File: src/rtl/fp_mul_pipe.sv
// fp_mul_pipe: 3-stage pipelined IEEE-style multiplier (unpack / multiply / normalise+round), valid/ready.
// Define FP_MUL_FTZ_EN to flush subnormal inputs and results to signed zero.
module fp_mul_pipe #(
  parameter int EXP_W = 8,
  parameter int MAN_W = 7
) (
  input  logic                 clk,
  input  logic                 rst,
  input  logic                 in_valid,
  output logic                 in_ready,
  input  logic [EXP_W+MAN_W:0] a,
  input  logic [EXP_W+MAN_W:0] b,
  output logic                 out_valid,
  input  logic                 out_ready,
  output logic [EXP_W+MAN_W:0] p,
  output logic [3:0]           flags,
  output logic [5:0]           cls
);
  localparam int W     = 1 + EXP_W + MAN_W;
  localparam int SW    = MAN_W + 1;
  localparam int PW    = 2 * SW;
  localparam int BIAS  = (1 << (EXP_W - 1)) - 1;
  localparam int EMAXF = (1 << EXP_W) - 1;
  localparam int LZW   = $clog2(PW + 1);
  localparam int XW    = EXP_W + LZW + 2;

  localparam logic signed [EXP_W+1:0] BIAS_X = (EXP_W+2)'(BIAS);
  localparam logic [W-1:0] QBIT = {{(W-1){1'b0}}, 1'b1} << (MAN_W - 1);

  localparam logic [5:0] CLS_QNAN = 6'b010000;
  localparam logic [5:0] CLS_SUB  = 6'b001000;
  localparam logic [5:0] CLS_NORM = 6'b000100;
  localparam logic [5:0] CLS_INF  = 6'b000010;
  localparam logic [5:0] CLS_ZERO = 6'b000001;
  localparam logic [3:0] FL_OV  = 4'b1000;
  localparam logic [3:0] FL_UF  = 4'b0100;
  localparam logic [3:0] FL_INV = 4'b0010;
  localparam logic [3:0] FL_IX  = 4'b0001;

  typedef struct packed {
    logic             zero;
    logic             inf;
    logic             nan;
    logic             snan;
    logic [EXP_W-1:0] exp;
    logic [MAN_W:0]   sig;
  } op_t;

  function automatic op_t unpack_op(input logic [W-1:0] x);
    op_t              o;
    logic [EXP_W-1:0] e;
    logic [MAN_W-1:0] f;
    e      = x[W-2:MAN_W];
    f      = x[MAN_W-1:0];
    o.nan  = (&e) & (|f);
    o.snan = o.nan & ~f[MAN_W-1];
    o.inf  = (&e) & ~(|f);
`ifdef FP_MUL_FTZ_EN
    o.zero = ~(|e);
`else
    o.zero = ~(|e) & ~(|f);
`endif
    // Subnormals use the min-normal exponent with a zero hidden bit.
    o.exp  = (|e) ? e : EXP_W'(1);
    o.sig  = {|e, f};
    return o;
  endfunction

  // Handshake: a stage may load when it is empty or its content moves on this edge.
  logic w_s1_free, w_s2_free, w_s3_free;
  logic r_s1_valid, r_s2_valid, r_s3_valid;

  assign w_s3_free = ~r_s3_valid | out_ready;
  assign w_s2_free = ~r_s2_valid | w_s3_free;
  assign w_s1_free = ~r_s1_valid | w_s2_free;
  assign in_ready  = w_s1_free;

  // ---------------- S1: unpack and special-case select ----------------
  op_t          w_oa, w_ob;
  logic         w_sign, w_sp;
  logic [W-1:0] w_sp_p;
  logic [3:0]   w_sp_flags;
  logic [5:0]   w_sp_cls;

  assign w_oa   = unpack_op(a);
  assign w_ob   = unpack_op(b);
  assign w_sign = a[W-1] ^ b[W-1];

  always_comb begin
    // NOTE: every output gets a default first so no path infers a latch.
    w_sp       = 1'b1;
    w_sp_p     = '0;
    w_sp_flags = '0;
    w_sp_cls   = CLS_ZERO;
    if (w_oa.snan) begin
      w_sp_p = a | QBIT;  w_sp_flags = FL_INV;  w_sp_cls = CLS_QNAN;
    end else if (w_ob.snan) begin
      w_sp_p = b | QBIT;  w_sp_flags = FL_INV;  w_sp_cls = CLS_QNAN;
    end else if (w_oa.nan) begin
      w_sp_p = a;  w_sp_cls = CLS_QNAN;
    end else if (w_ob.nan) begin
      w_sp_p = b;  w_sp_cls = CLS_QNAN;
    end else if ((w_oa.inf & w_ob.zero) | (w_oa.zero & w_ob.inf)) begin
      w_sp_p     = {w_sign, {EXP_W{1'b1}}, 1'b1, {(MAN_W-1){1'b0}}};
      w_sp_flags = FL_INV;
      w_sp_cls   = CLS_QNAN;
    end else if (w_oa.inf | w_ob.inf) begin
      w_sp_p   = {w_sign, {EXP_W{1'b1}}, {MAN_W{1'b0}}};
      w_sp_cls = CLS_INF;
    end else if (w_oa.zero | w_ob.zero) begin
      w_sp_p   = {w_sign, {(W-1){1'b0}}};
      w_sp_cls = CLS_ZERO;
    end else begin
      w_sp = 1'b0;
    end
  end

  logic             r_s1_sp, r_s1_sign;
  logic [W-1:0]     r_s1_sp_p;
  logic [3:0]       r_s1_sp_flags;
  logic [5:0]       r_s1_sp_cls;
  logic [EXP_W-1:0] r_s1_ea, r_s1_eb;
  logic [SW-1:0]    r_s1_ma, r_s1_mb;

  always_ff @(posedge clk or posedge rst) begin
    // NOTE: datapath registers are reset too, so p/flags/cls read 0 straight out of reset.
    if (rst) begin
      r_s1_valid    <= 1'b0;
      r_s1_sp       <= 1'b0;
      r_s1_sign     <= 1'b0;
      r_s1_sp_p     <= '0;
      r_s1_sp_flags <= '0;
      r_s1_sp_cls   <= '0;
      r_s1_ea       <= '0;
      r_s1_eb       <= '0;
      r_s1_ma       <= '0;
      r_s1_mb       <= '0;
    end else if (w_s1_free) begin
      // NOTE: non-blocking assignments so every stage samples its pre-edge inputs.
      r_s1_valid <= in_valid;
      if (in_valid) begin
        r_s1_sp       <= w_sp;
        r_s1_sign     <= w_sign;
        r_s1_sp_p     <= w_sp_p;
        r_s1_sp_flags <= w_sp_flags;
        r_s1_sp_cls   <= w_sp_cls;
        r_s1_ea       <= w_oa.exp;
        r_s1_eb       <= w_ob.exp;
        r_s1_ma       <= w_oa.sig;
        r_s1_mb       <= w_ob.sig;
      end
    end
  end

  // ---------------- S2: significand product and exponent sum ----------------
  logic [PW-1:0]           w_prod;
  logic signed [EXP_W+1:0] w_esum;

  assign w_prod = PW'(r_s1_ma) * PW'(r_s1_mb);
  assign w_esum = signed'({2'b00, r_s1_ea}) + signed'({2'b00, r_s1_eb}) - BIAS_X;

  logic                    r_s2_sp, r_s2_sign;
  logic [W-1:0]            r_s2_sp_p;
  logic [3:0]              r_s2_sp_flags;
  logic [5:0]              r_s2_sp_cls;
  logic [PW-1:0]           r_s2_prod;
  logic signed [EXP_W+1:0] r_s2_esum;

  always_ff @(posedge clk or posedge rst) begin
    if (rst) begin
      r_s2_valid    <= 1'b0;
      r_s2_sp       <= 1'b0;
      r_s2_sign     <= 1'b0;
      r_s2_sp_p     <= '0;
      r_s2_sp_flags <= '0;
      r_s2_sp_cls   <= '0;
      r_s2_prod     <= '0;
      r_s2_esum     <= '0;
    end else if (w_s2_free) begin
      r_s2_valid <= r_s1_valid;
      if (r_s1_valid) begin
        r_s2_sp       <= r_s1_sp;
        r_s2_sign     <= r_s1_sign;
        r_s2_sp_p     <= r_s1_sp_p;
        r_s2_sp_flags <= r_s1_sp_flags;
        r_s2_sp_cls   <= r_s1_sp_cls;
        r_s2_prod     <= w_prod;
        r_s2_esum     <= w_esum;
      end
    end
  end

  // ---------------- S3: normalise, denormalise, round ----------------
  logic [LZW-1:0]       w_lzc;
  logic                 w_found;
  logic [PW-1:0]        w_norm;
  logic signed [XW-1:0] w_exp, w_efld;
  int                   w_sh;
  logic                 w_tiny, w_shst, w_guard, w_stick, w_inc, w_inexact, w_ovf, w_flush;
  logic [SW-1:0]        w_mant;
  logic [SW:0]          w_sum;
  logic [MAN_W-1:0]     w_frac;
  logic [W-1:0]         w_res_p;
  logic [3:0]           w_res_flags;
  logic [5:0]           w_res_cls;

  always_comb begin
    w_lzc   = '0;
    w_found = 1'b0;
    for (int i = PW - 1; i >= 0; i--) begin
      if (!w_found) begin
        if (r_s2_prod[i]) w_found = 1'b1;
        else              w_lzc   = w_lzc + LZW'(1);
      end
    end
    // Leading one goes to the top bit; exponent is the biased value of that position.
    w_norm = r_s2_prod << w_lzc;
    w_exp  = XW'(r_s2_esum) + XW'(1) - signed'(XW'(w_lzc));
    w_tiny = (w_exp < XW'(1));
    w_sh   = 0;
    w_shst = 1'b0;
    if (w_tiny) begin
      w_sh = int'(XW'(1) - w_exp);
      for (int i = 0; i < PW; i++) begin
        if (i < w_sh) w_shst = w_shst | w_norm[i];
      end
      w_norm = (w_sh >= PW) ? '0 : (w_norm >> w_sh);
      w_exp  = '0;
    end
    w_mant    = w_norm[PW-1 -: SW];
    w_guard   = w_norm[MAN_W];
    w_stick   = w_shst | (|w_norm[MAN_W-1:0]);
    w_inc     = w_guard & (w_stick | w_mant[0]);
    w_sum     = {1'b0, w_mant} + (SW+1)'(w_inc);
    w_inexact = w_guard | w_stick;
    // A carry out, or a subnormal gaining its hidden bit, bumps the exponent field.
    w_efld    = w_exp + signed'(XW'(w_sum[SW] | (w_tiny & w_sum[MAN_W])));
    w_frac    = w_sum[SW] ? w_sum[MAN_W:1] : w_sum[MAN_W-1:0];
    w_ovf     = (w_efld >= XW'(EMAXF));
`ifdef FP_MUL_FTZ_EN
    w_flush   = w_tiny & ~w_sum[MAN_W];
`else
    w_flush   = ~(|w_sum);
`endif
    if (w_ovf) begin
      w_res_p     = {r_s2_sign, {EXP_W{1'b1}}, {MAN_W{1'b0}}};
      w_res_flags = FL_OV | FL_IX;
      w_res_cls   = CLS_INF;
    end else if (w_flush) begin
      w_res_p     = {r_s2_sign, {(W-1){1'b0}}};
      w_res_flags = FL_UF | FL_IX;
      w_res_cls   = CLS_ZERO;
    end else begin
      w_res_p     = {r_s2_sign, w_efld[EXP_W-1:0], w_frac};
      w_res_flags = ((w_tiny & w_inexact) ? FL_UF : 4'b0) | (w_inexact ? FL_IX : 4'b0);
      w_res_cls   = (w_tiny & ~w_sum[MAN_W]) ? CLS_SUB : CLS_NORM;
    end
  end

  logic [W-1:0] r_p;
  logic [3:0]   r_flags;
  logic [5:0]   r_cls;

  always_ff @(posedge clk or posedge rst) begin
    if (rst) begin
      r_s3_valid <= 1'b0;
      r_p        <= '0;
      r_flags    <= '0;
      r_cls      <= '0;
    end else if (w_s3_free) begin
      r_s3_valid <= r_s2_valid;
      if (r_s2_valid) begin
        r_p     <= r_s2_sp ? r_s2_sp_p     : w_res_p;
        r_flags <= r_s2_sp ? r_s2_sp_flags : w_res_flags;
        r_cls   <= r_s2_sp ? r_s2_sp_cls   : w_res_cls;
      end
    end
  end

  assign out_valid = r_s3_valid;
  assign p         = r_p;
  assign flags     = r_flags;
  assign cls       = r_cls;

endmodule

File: config.mk
export PLATFORM = sky130hd
export DESIGN_NAME = fp_mul_pipe
export DESIGN_NICKNAME = d
export VERILOG_FILES = /design/src/rtl/fp_mul_pipe.sv
export SDC_FILE = /design/constraint.sdc
export NUM_CORES = 1
export LEC_CHECK = 0
export BUFFER_PORTS_ARGS = -buffer_cell sky130_fd_sc_hd__buf_2
export CORE_ASPECT_RATIO = 1.4
export CORE_MARGIN = 4
export CORE_UTILIZATION = 35
export CTS_BUF_LIST = sky130_fd_sc_hd__clkbuf_4 sky130_fd_sc_hd__clkbuf_8
export CTS_CLUSTER_SIZE = 25
export DETAILED_ROUTE_END_ITERATION = 6
export GPL_ROUTABILITY_DRIVEN = 0
export REMOVE_ABC_BUFFERS = 1
export SETUP_SLACK_MARGIN = 0.2
export SYNTH_ARGS = -nofsm -noshare
export SYNTH_HDL_FRONTEND = slang
export SYNTH_SLANG_ARGS = --single-unit
File: constraint.sdc
create_clock -name clk -period 18.3 [get_ports clk]
set_clock_uncertainty 0.15 [all_clocks]
set_input_delay 0.915 -clock clk [delete_from_list [all_inputs] [get_ports clk]]
set_output_delay 0.915 -clock clk [all_outputs]
set_load 0.02 [all_outputs]
==> results of run 1 <==
[cells by family after synthesis]
logic type               count (synthesis)  synth area share
flip-flops                             130             0.246
other                                    1          0.000284
buffers and inverters                  171            0.0502
AND/OR/NAND/NOR                        668             0.248
AO/OA/AOI/OAI                          401             0.211
XOR/XNOR                                69            0.0532
adder cells (fa/ha/maj)                125             0.140
multiplexers                            60            0.0509
[layer usage]
| layer | GRT usage | share of wire | routed length (um) |
|---|---|---|---|
| met3 | 0.0198 | 0.038 | 1420 |
| met4 | 0.0729 | 0.036 | 1330 |
| met1 | 0.224 | 0.42 | 15400 |
| met2 | 0.324 | 0.51 | 18900 |
| met5 | 0 | 0 | 0 |
[worst max-delay path: cells and delay by family, from the launching register on]
kind            cells  cell delay [ns]
mux                 2             0.40
fa+ha+maj           9             2.37
simple gates       28             8.04
flops               1             0.53
buf+inv             1             0.20
compound gates     19             4.28
xor+xnor            4             0.77
[worst paths after layout]
check / from / to / slack, ns / cells past startpoint
setup / recovery: r_s2_prod[12]$_DFFE_PP0P_ / p[2]$_DFFE_PP0P_ / 1.41 / 63
hold / removal: cls[4]$_DFFE_PP0P_ / cls[4]$_DFFE_PP0P_ / 0.33 / 2
setup reg to reg: r_s2_prod[12]$_DFFE_PP0P_ / p[2]$_DFFE_PP0P_ / 1.41 / 63
hold reg to reg: cls[4]$_DFFE_PP0P_ / cls[4]$_DFFE_PP0P_ / 0.33 / 2
max in group asynchronous: rst / r_s2_prod[5]$_DFFE_PP0P_ / 16.20 / 3
min in group asynchronous: rst / r_s1_sp_p[8]$_DFFE_PP0P_ / 0.43 / 2
[area by class of cell]
| cell class | instances | area (um^2) | area share |
|---|---|---|---|
| tap | 467 | 584 | 0.0409 |
| sequential | 130 | 3250 | 0.228 |
| multi-input combinational | 1324 | 9300 | 0.651 |
| timing repair buffer | 72 | 385 | 0.0270 |
| clock buffer | 19 | 262 | 0.0183 |
| inverter | 93 | 352 | 0.0246 |
| clock inverter | 13 | 149 | 0.0104 |
[flip-flops by register name, summed over array words and instances (netlist names), 3 cells and up]
register,cells
r_s1_sp_p,16
r_s2_prod,16
p,16
r_s2_sp_cls,3
flags,4
cls,5
r_s1_ea,8
r_s2_esum,10
r_s1_sp_cls,3
r_s1_mb,8
r_s2_sp_p,16
r_s1_ma,8
r_s1_eb,8
[placed cells by master (no fill, tap or decap), types with 6 or more instances in the layout]
cell type,Yosys,layout
sky130_fd_sc_hd__nand2_1,243,242
sky130_fd_sc_hd__nor2_1,136,135
sky130_fd_sc_hd__dfrtp_1,130,130
sky130_fd_sc_hd__inv_1,90,89
sky130_fd_sc_hd__ha_1,86,86
sky130_fd_sc_hd__o21ai_0,80,79
sky130_fd_sc_hd__a21oi_1,78,78
sky130_fd_sc_hd__buf_2,5,62
sky130_fd_sc_hd__and2_1,55,53
sky130_fd_sc_hd__xnor2_1,45,45
sky130_fd_sc_hd__nand3_1,41,41
sky130_fd_sc_hd__nor3_1,40,40
sky130_fd_sc_hd__fa_1,38,38
sky130_fd_sc_hd__mux2_2,37,37
sky130_fd_sc_hd__a211oi_1,26,26
sky130_fd_sc_hd__mux2i_1,21,21
sky130_fd_sc_hd__a21o_1,20,20
sky130_fd_sc_hd__a31oi_1,20,20
sky130_fd_sc_hd__nor4_1,19,19
sky130_fd_sc_hd__nand2b_1,19,19
sky130_fd_sc_hd__clkbuf_8,0,19
sky130_fd_sc_hd__nand4_1,18,18
sky130_fd_sc_hd__o21a_1,18,18
sky130_fd_sc_hd__xor2_1,17,17
sky130_fd_sc_hd__o211ai_1,17,17
sky130_fd_sc_hd__a221oi_1,16,16
sky130_fd_sc_hd__o21bai_1,16,16
sky130_fd_sc_hd__nor2b_1,15,15
sky130_fd_sc_hd__or3_1,14,14
sky130_fd_sc_hd__or2_2,13,13
sky130_fd_sc_hd__a211o_1,13,13
sky130_fd_sc_hd__and3_1,11,11
sky130_fd_sc_hd__or4_1,11,10
sky130_fd_sc_hd__buf_4,2,10
sky130_fd_sc_hd__o31ai_1,10,9
sky130_fd_sc_hd__a2111oi_0,7,7
sky130_fd_sc_hd__o21ai_1,5,6
sky130_fd_sc_hd__xnor3_1,6,6
sky130_fd_sc_hd__a311oi_1,6,6
[through the flow]
step                hold slack (ns)  std cells
finish                        0.327       2118
global route                  0.355       2118
CTS                           0.326       2118
detailed placement            0.305       2086
global placement              0.301       2086
floorplan                     0.293       1547
==> insert_results.sql, run 1 <==
INSERT INTO impl_metrics (metric_group, metric, value, unit) VALUES
('sta', 'finalWorstPathRequiredPeriod', '16.89', 'ns'),
('logic_synthesis', 'synth_area_leader_cell', 'sky130_fd_sc_hd__dfrtp_1', ''),
('setup_path', 'cp-start-kind', 'flip-flop', ''),
('flow_run', 'count_of_maximum_capacitance_violations', '0', ''),
('global_routing', 'grt.overflow.total', '0', ''),
('sta', 'postLayoutSetupSlackWorst', '1.41', 'ns'),
('logic_synthesis', 'synthDistinctLibCells', '99', ''),
('global_routing', 'largest_net_degree_at_the_start_of_global_routing', '73', ''),
('route', 'drt-pass1-iter-count', '6', ''),
('final_layout', 'final_layout_size_suffix_gt1_frac', '0.122', ''),
('final_layout', 'area_delta_synth_final', '8.23', '%'),
('sta', 'max_clock_freq', '59.2', 'MHz'),
('logic_synthesis', 'synth.top_cell.area_share', '0.246', ''),
('clocking', 'cts_hold_repair.buffers', '0', ''),
('setup_path', 'timing.critical_path.to_type', 'flip-flop', ''),
('setup_path', 'worst-path-max-fanout', '16', ''),
('logic_synthesis', 'synthCells', '1625', ''),
('final_layout', 'postLayoutCellArea', '14300', 'um^2'),
('placed_design', 'place_ws', '0.831', 'ns'),
('route', 'antenna_left', '0', ''),
('sta', 'totalNegativeSetupSlack', '0', 'ns'),
('logic_synthesis', 'syn_avg_cell_area', '8.12', 'um^2'),
('floorplan', 'placement_rows', '83', ''),
('logic_synthesis', 'synth_seq_area_share', '0.246', ''),
('setup_path', 'biggest_cell_delay_along_the_critical_path', '0.68', 'ns'),
('placed_design', 'port_buffers', '62', ''),
('setup_path', 'worstPathArrival', '17.09', 'ns'),
('sta', 'slew_viol_final', '0', ''),
('clocking', 'postCtsSetupBuffers', '0', ''),
('route', 'routed_via_density', '5.75', ''),
('global_routing', 'globalRouteTotalUtil', '0.183', ''),
('clocking', 'number_of_sinks_driven_by_the_clock_tree', '130', ''),
('final_layout', 'fill_cells', '3887', ''),
('final_layout', 'n_antenna_cell', '0', ''),
('floorplan', 'initial_core_util', '0.357', ''),
('final_layout', 'final_core_utilization', '0.386', ''),
('clocking', 'maximum_root_to_sink_buffer_count', '2', ''),
('floorplan', 'core', '37000', 'um^2'),
('setup_path', 'cp.required', '18.50', 'ns'),
('logic_synthesis', 'synth_common_cells', 'sky130_fd_sc_hd__nand2_1, sky130_fd_sc_hd__nor2_1, sky130_fd_sc_hd__dfrtp_1, sky130_fd_sc_hd__inv_1, sky130_fd_sc_hd__ha_1', ''),
('logic_synthesis', 'yosysWarnings', '0', ''),
('placed_design', 'dpl-instance-area', '13900', 'um^2'),
('clocking', 'clk_pin_slew', '0.09', 'ns'),
('min_path', 'hold_path_class', 'flip-flop to flip-flop', ''),
('route', 'detailedRoute.firstIterationViolations', '951', ''),
('sta', 'final-hold-violation-count', '0', ''),
('route', 'wl_per_cell', '17.5', 'um'),
('floorplan', 'top_level_ports', '64', ''),
('floorplan', 'chipWidth', '172', 'um'),
('logic_synthesis', 'synthArstFlopShare', '1.00', ''),
('route', 'detailroute.via_count', '12200', ''),
('placed_design', 'hpwl', '28.6', 'mm'),
('route', 'route.detailed.drc', '0', ''),
('sta', 'max_slew.worst_pin.slew', '1.05', 'ns'),
('setup_path', 'path_class', 'flip-flop to flip-flop', ''),
('setup_path', 'critPathSlowestCell', 'sky130_fd_sc_hd__or4_4', ''),
('clocking', 'cts_tree', 'done', ''),
('clocking', 'cts_max_level', '4', ''),
('clocking', 'post_cts.resized_instances', '0', ''),
('global_routing', 'number_of_antenna_violations_at_the_first_check_in_global_routing', '0', ''),
('logic_synthesis', 'ys_seq_elements', '130', ''),
('floorplan', 'floorplan.die.height', '238', 'um'),
('logic_synthesis', 'synth.top_cells.by_area', 'sky130_fd_sc_hd__dfrtp_1, sky130_fd_sc_hd__ha_1, sky130_fd_sc_hd__nand2_1', ''),
('clocking', 'worstSkewPairLatency', '0.46', 'ns'),
('sta', 'slew_limit_headroom', '0.298', ''),
('outcome', 'run_status', 'finished, final reports clean', ''),
('setup_path', 'most_common_cell_type_on_the_critical_path', 'sky130_fd_sc_hd__ha_1', ''),
('logic_synthesis', 'synth_most_common_cell', 'sky130_fd_sc_hd__nand2_1', ''),
('clocking', 'tritoncts.num_buffers', '17', ''),
('final_layout', 'num-nets-final', '1798', ''),
('logic_synthesis', 'synth_edf_count', '0', ''),
('logic_synthesis', 'synth.cell_area', '13200', 'um^2'),
('clocking', 'cts.root.buffer_cell', 'sky130_fd_sc_hd__clkbuf_8', ''),
('sta', 'finalCritPeriodShare', '0.923', ''),
('floorplan', 'dieArea', '40900', 'um^2'),
('route', 'detail_route.wirelength', '37.0', 'mm'),
('logic_synthesis', 'synth_flop_cell', 'sky130_fd_sc_hd__dfrtp_1', ''),
('sta', 'finalSetupViolations', '0', ''),
('global_routing', 'first_global_vias', '12100', ''),
('global_routing', 'grt_first_pass_wirelength', '61.8', 'mm'),
('sta', 'grt_setup_unrepaired', 'no', '');
Power of run 1 is not shown: default switching activity piles up to over one toggle a cycle in this logic, so the estimate is an artifact.
==> run 2, diff against run 1 <==
BUFFER_PORTS_ARGS = -buffer_cell sky130_fd_sc_hd__buf_4   (was -buffer_cell sky130_fd_sc_hd__buf_2)
SKIP_CTS_REPAIR_TIMING = 1   (was unset)
==> run 2 against run 1 <==
Compared with the run above:
- worst setup slack got worse by 0.039 ns
- core utilization grew 0.39 points
- critical path depth did not move
- final area rose by 1.0%
- routed wire length increased by 0.48%
- fmax down 0.23%
- worst hold slack got worse by 0.0017 ns
- sequential cell count did not move
- count of clock-buffer cells in the layout down 1
- register-to-register slack worse by 0.04 ns
- critical path type unchanged
- highest routed layer unchanged
==> insert_results.sql, run 2 (synthesis gave the netlist of run 1 again) <==
INSERT INTO impl_metrics (metric_group, metric, value, unit) VALUES
('route', 'drt-pass1-iter-count', '6', ''),
('route', 'wl_per_cell', '17.5', 'um'),
('setup_path', 'worstPathArrival', '17.14', 'ns'),
('sta', 'totalNegativeSetupSlack', '0', 'ns'),
('floorplan', 'core', '37000', 'um^2'),
('route', 'detail_route.wirelength.met1', '15.5', 'mm'),
('floorplan', 'floorplan.die.height', '238', 'um'),
('route', 'topmost_layer_with_routed_signal_wires', 'met4', ''),
('setup_path', 'critPathSlowestCell', 'sky130_fd_sc_hd__or4_4', ''),
('clocking', 'cts_tree', 'done', ''),
('final_layout', 'fill_cells', '3800', ''),
('sta', 'fin_hold_ws', '0.325', 'ns'),
('setup_path', 'cp-start-kind', 'flip-flop', ''),
('route', 'routed_via_density', '5.75', ''),
('sta', 'finalWorstPathRequiredPeriod', '16.93', 'ns'),
('route', 'route.detailed.drc', '0', ''),
('clocking', 'maximum_root_to_sink_buffer_count', '2', ''),
('global_routing', 'number_of_antenna_violations_at_the_first_check_in_global_routing', '0', ''),
('final_layout', 'postLayoutCellArea', '14400', 'um^2'),
('clocking', 'tritoncts.num_buffers', '17', ''),
('setup_path', 'cp_top_family', 'simple AND/OR/NAND/NOR gates', ''),
('global_routing', 'globalRouteTotalUtil', '0.183', ''),
('clocking', 'number_of_sinks_driven_by_the_clock_tree', '130', ''),
('sta', 'final-hold-violation-count', '0', ''),
('floorplan', 'chipWidth', '172', 'um'),
('setup_path', 'worst-path-max-fanout', '16', ''),
('final_layout', 'layout_commonest_cell', 'sky130_fd_sc_hd__nand2_1', ''),
('final_layout', 'layoutNonFillerInstCount', '2120', ''),
('final_layout', 'mostFrequentLayoutCells', 'sky130_fd_sc_hd__nand2_1, sky130_fd_sc_hd__nor2_1, sky130_fd_sc_hd__dfrtp_1', ''),
('clocking', 'clk_pin_slew', '0.09', 'ns'),
('floorplan', 'placement_rows', '83', ''),
('route', 'detailroute.via_count', '12200', ''),
('global_routing', 'grt_first_pass_wirelength', '61.8', 'mm'),
('flow_run', 'count_of_maximum_capacitance_violations', '0', ''),
('route', 'met2_wirelength', '18.6', 'mm'),
('sta', 'max_clock_freq', '59.1', 'MHz'),
('sta', 'slew_viol_final', '0', ''),
('sta', 'max_slew.worst_pin.slew', '1.02', 'ns'),
('global_routing', 'first_global_vias', '12100', ''),
('outcome', 'run_status', 'finished, final reports clean', ''),
('floorplan', 'dieArea', '40900', 'um^2'),
('sta', 'slew_limit_headroom', '0.321', ''),
('placed_design', 'port_buffers', '62', ''),
('setup_path', 'most_common_cell_type_on_the_critical_path', 'sky130_fd_sc_hd__ha_1', ''),
('route', 'detailedRoute.firstIterationViolations', '876', ''),
('clocking', 'cts_max_level', '4', ''),
('placed_design', 'hpwl', '28.7', 'mm'),
('setup_path', 'biggest_cell_delay_along_the_critical_path', '0.68', 'ns'),
('global_routing', 'largest_net_degree_at_the_start_of_global_routing', '70', ''),
('sta', 'grt_setup_unrepaired', 'no', ''),
('clocking', 'cts.root.buffer_cell', 'sky130_fd_sc_hd__clkbuf_8', ''),
('floorplan', 'initial_core_util', '0.357', ''),
('setup_path', 'timing.critical_path.to_type', 'flip-flop', ''),
('sta', 'finalCritPeriodShare', '0.925', ''),
('route', 'detail_route.wirelength', '37.2', 'mm'),
('route', 'met3_length', '1.48', 'mm'),
('floorplan', 'top_level_ports', '64', ''),
('placed_design', 'placed_cells', '2087', ''),
('setup_path', 'path_class', 'flip-flop to flip-flop', ''),
('route', 'antenna_left', '0', ''),
('min_path', 'hold_path_class', 'flip-flop to flip-flop', ''),
('sta', 'finalSetupViolations', '0', ''),
('placed_design', 'dpl-instance-area', '14000', 'um^2'),
('setup_path', 'timing.critical_path.buf_inv', '1', ''),
('setup_path', 'cp.required', '18.50', 'ns'),
('clocking', 'worstSkewPairLatency', '0.46', 'ns'),
('final_layout', 'num-nets-final', '1799', ''),
('final_layout', 'final_layout_size_suffix_gt1_frac', '0.123', ''),
('final_layout', 'area_delta_synth_final', '9.33', '%'),
('global_routing', 'grt.overflow.total', '0', '');
==> run 2: final timing paths <==
path / slack [ns] / end / start / cells past startpoint
setup reg to reg: 1.37 / p[2]$_DFFE_PP0P_ / r_s2_prod[12]$_DFFE_PP0P_ / 63
min in group asynchronous: 0.47 / p[7]$_DFFE_PP0P_ / rst / 2
setup / recovery: 1.37 / p[2]$_DFFE_PP0P_ / r_s2_prod[12]$_DFFE_PP0P_ / 63
hold reg to reg: 0.33 / r_s1_sp_cls[0]$_DFFE_PP0P_ / r_s1_sp_cls[0]$_DFFE_PP0P_ / 2
hold / removal: 0.33 / r_s1_sp_cls[0]$_DFFE_PP0P_ / r_s1_sp_cls[0]$_DFFE_PP0P_ / 2
max in group asynchronous: 16.21 / r_s2_prod[9]$_DFFE_PP0P_ / rst / 3
==> run 2: per-stage QoR <==
stage,setup WS [ns],utilization
6_report,1.37,0.390
5_1_grt,0.345,0.390
3_3_place_gp,1.18,0.379
3_5_place_dp,0.718,0.379
4_1_cts,0.614,0.390
2_1_floorplan,2.76,-
==> run 2: worst reg2reg max path: cells and delay by family (launching register included) <==
kind | cells | cell delay, ns
compound gates | 19 | 4.16
xor+xnor | 4 | 0.82
fa+ha+maj | 9 | 2.47
buf+inv | 1 | 0.20
flops | 1 | 0.53
mux | 2 | 0.40
simple gates | 28 | 8.13
==> run 2: metal layers <==
layer  GRT usage  vias up
li1            -     5884
met1       0.226     5774
met2       0.316      426
met3      0.0223      105
met4      0.0863        0
met5           0        -
==> run 2: area by class of cell <==
type / instances / area (um^2) / area share
multi-input cells: 1324 / 9310 / 0.645
flip-flops and latches: 130 / 3250 / 0.225
well taps: 467 / 584 / 0.0405
repair buffers: 73 / 548 / 0.0380
inverters: 93 / 352 / 0.0244
clock buffers: 18 / 248 / 0.0172
clock inverters: 14 / 130 / 0.00902
diodes: 1 / 2.50 / 0.000173
Power of run 2 is left out for the same reason.
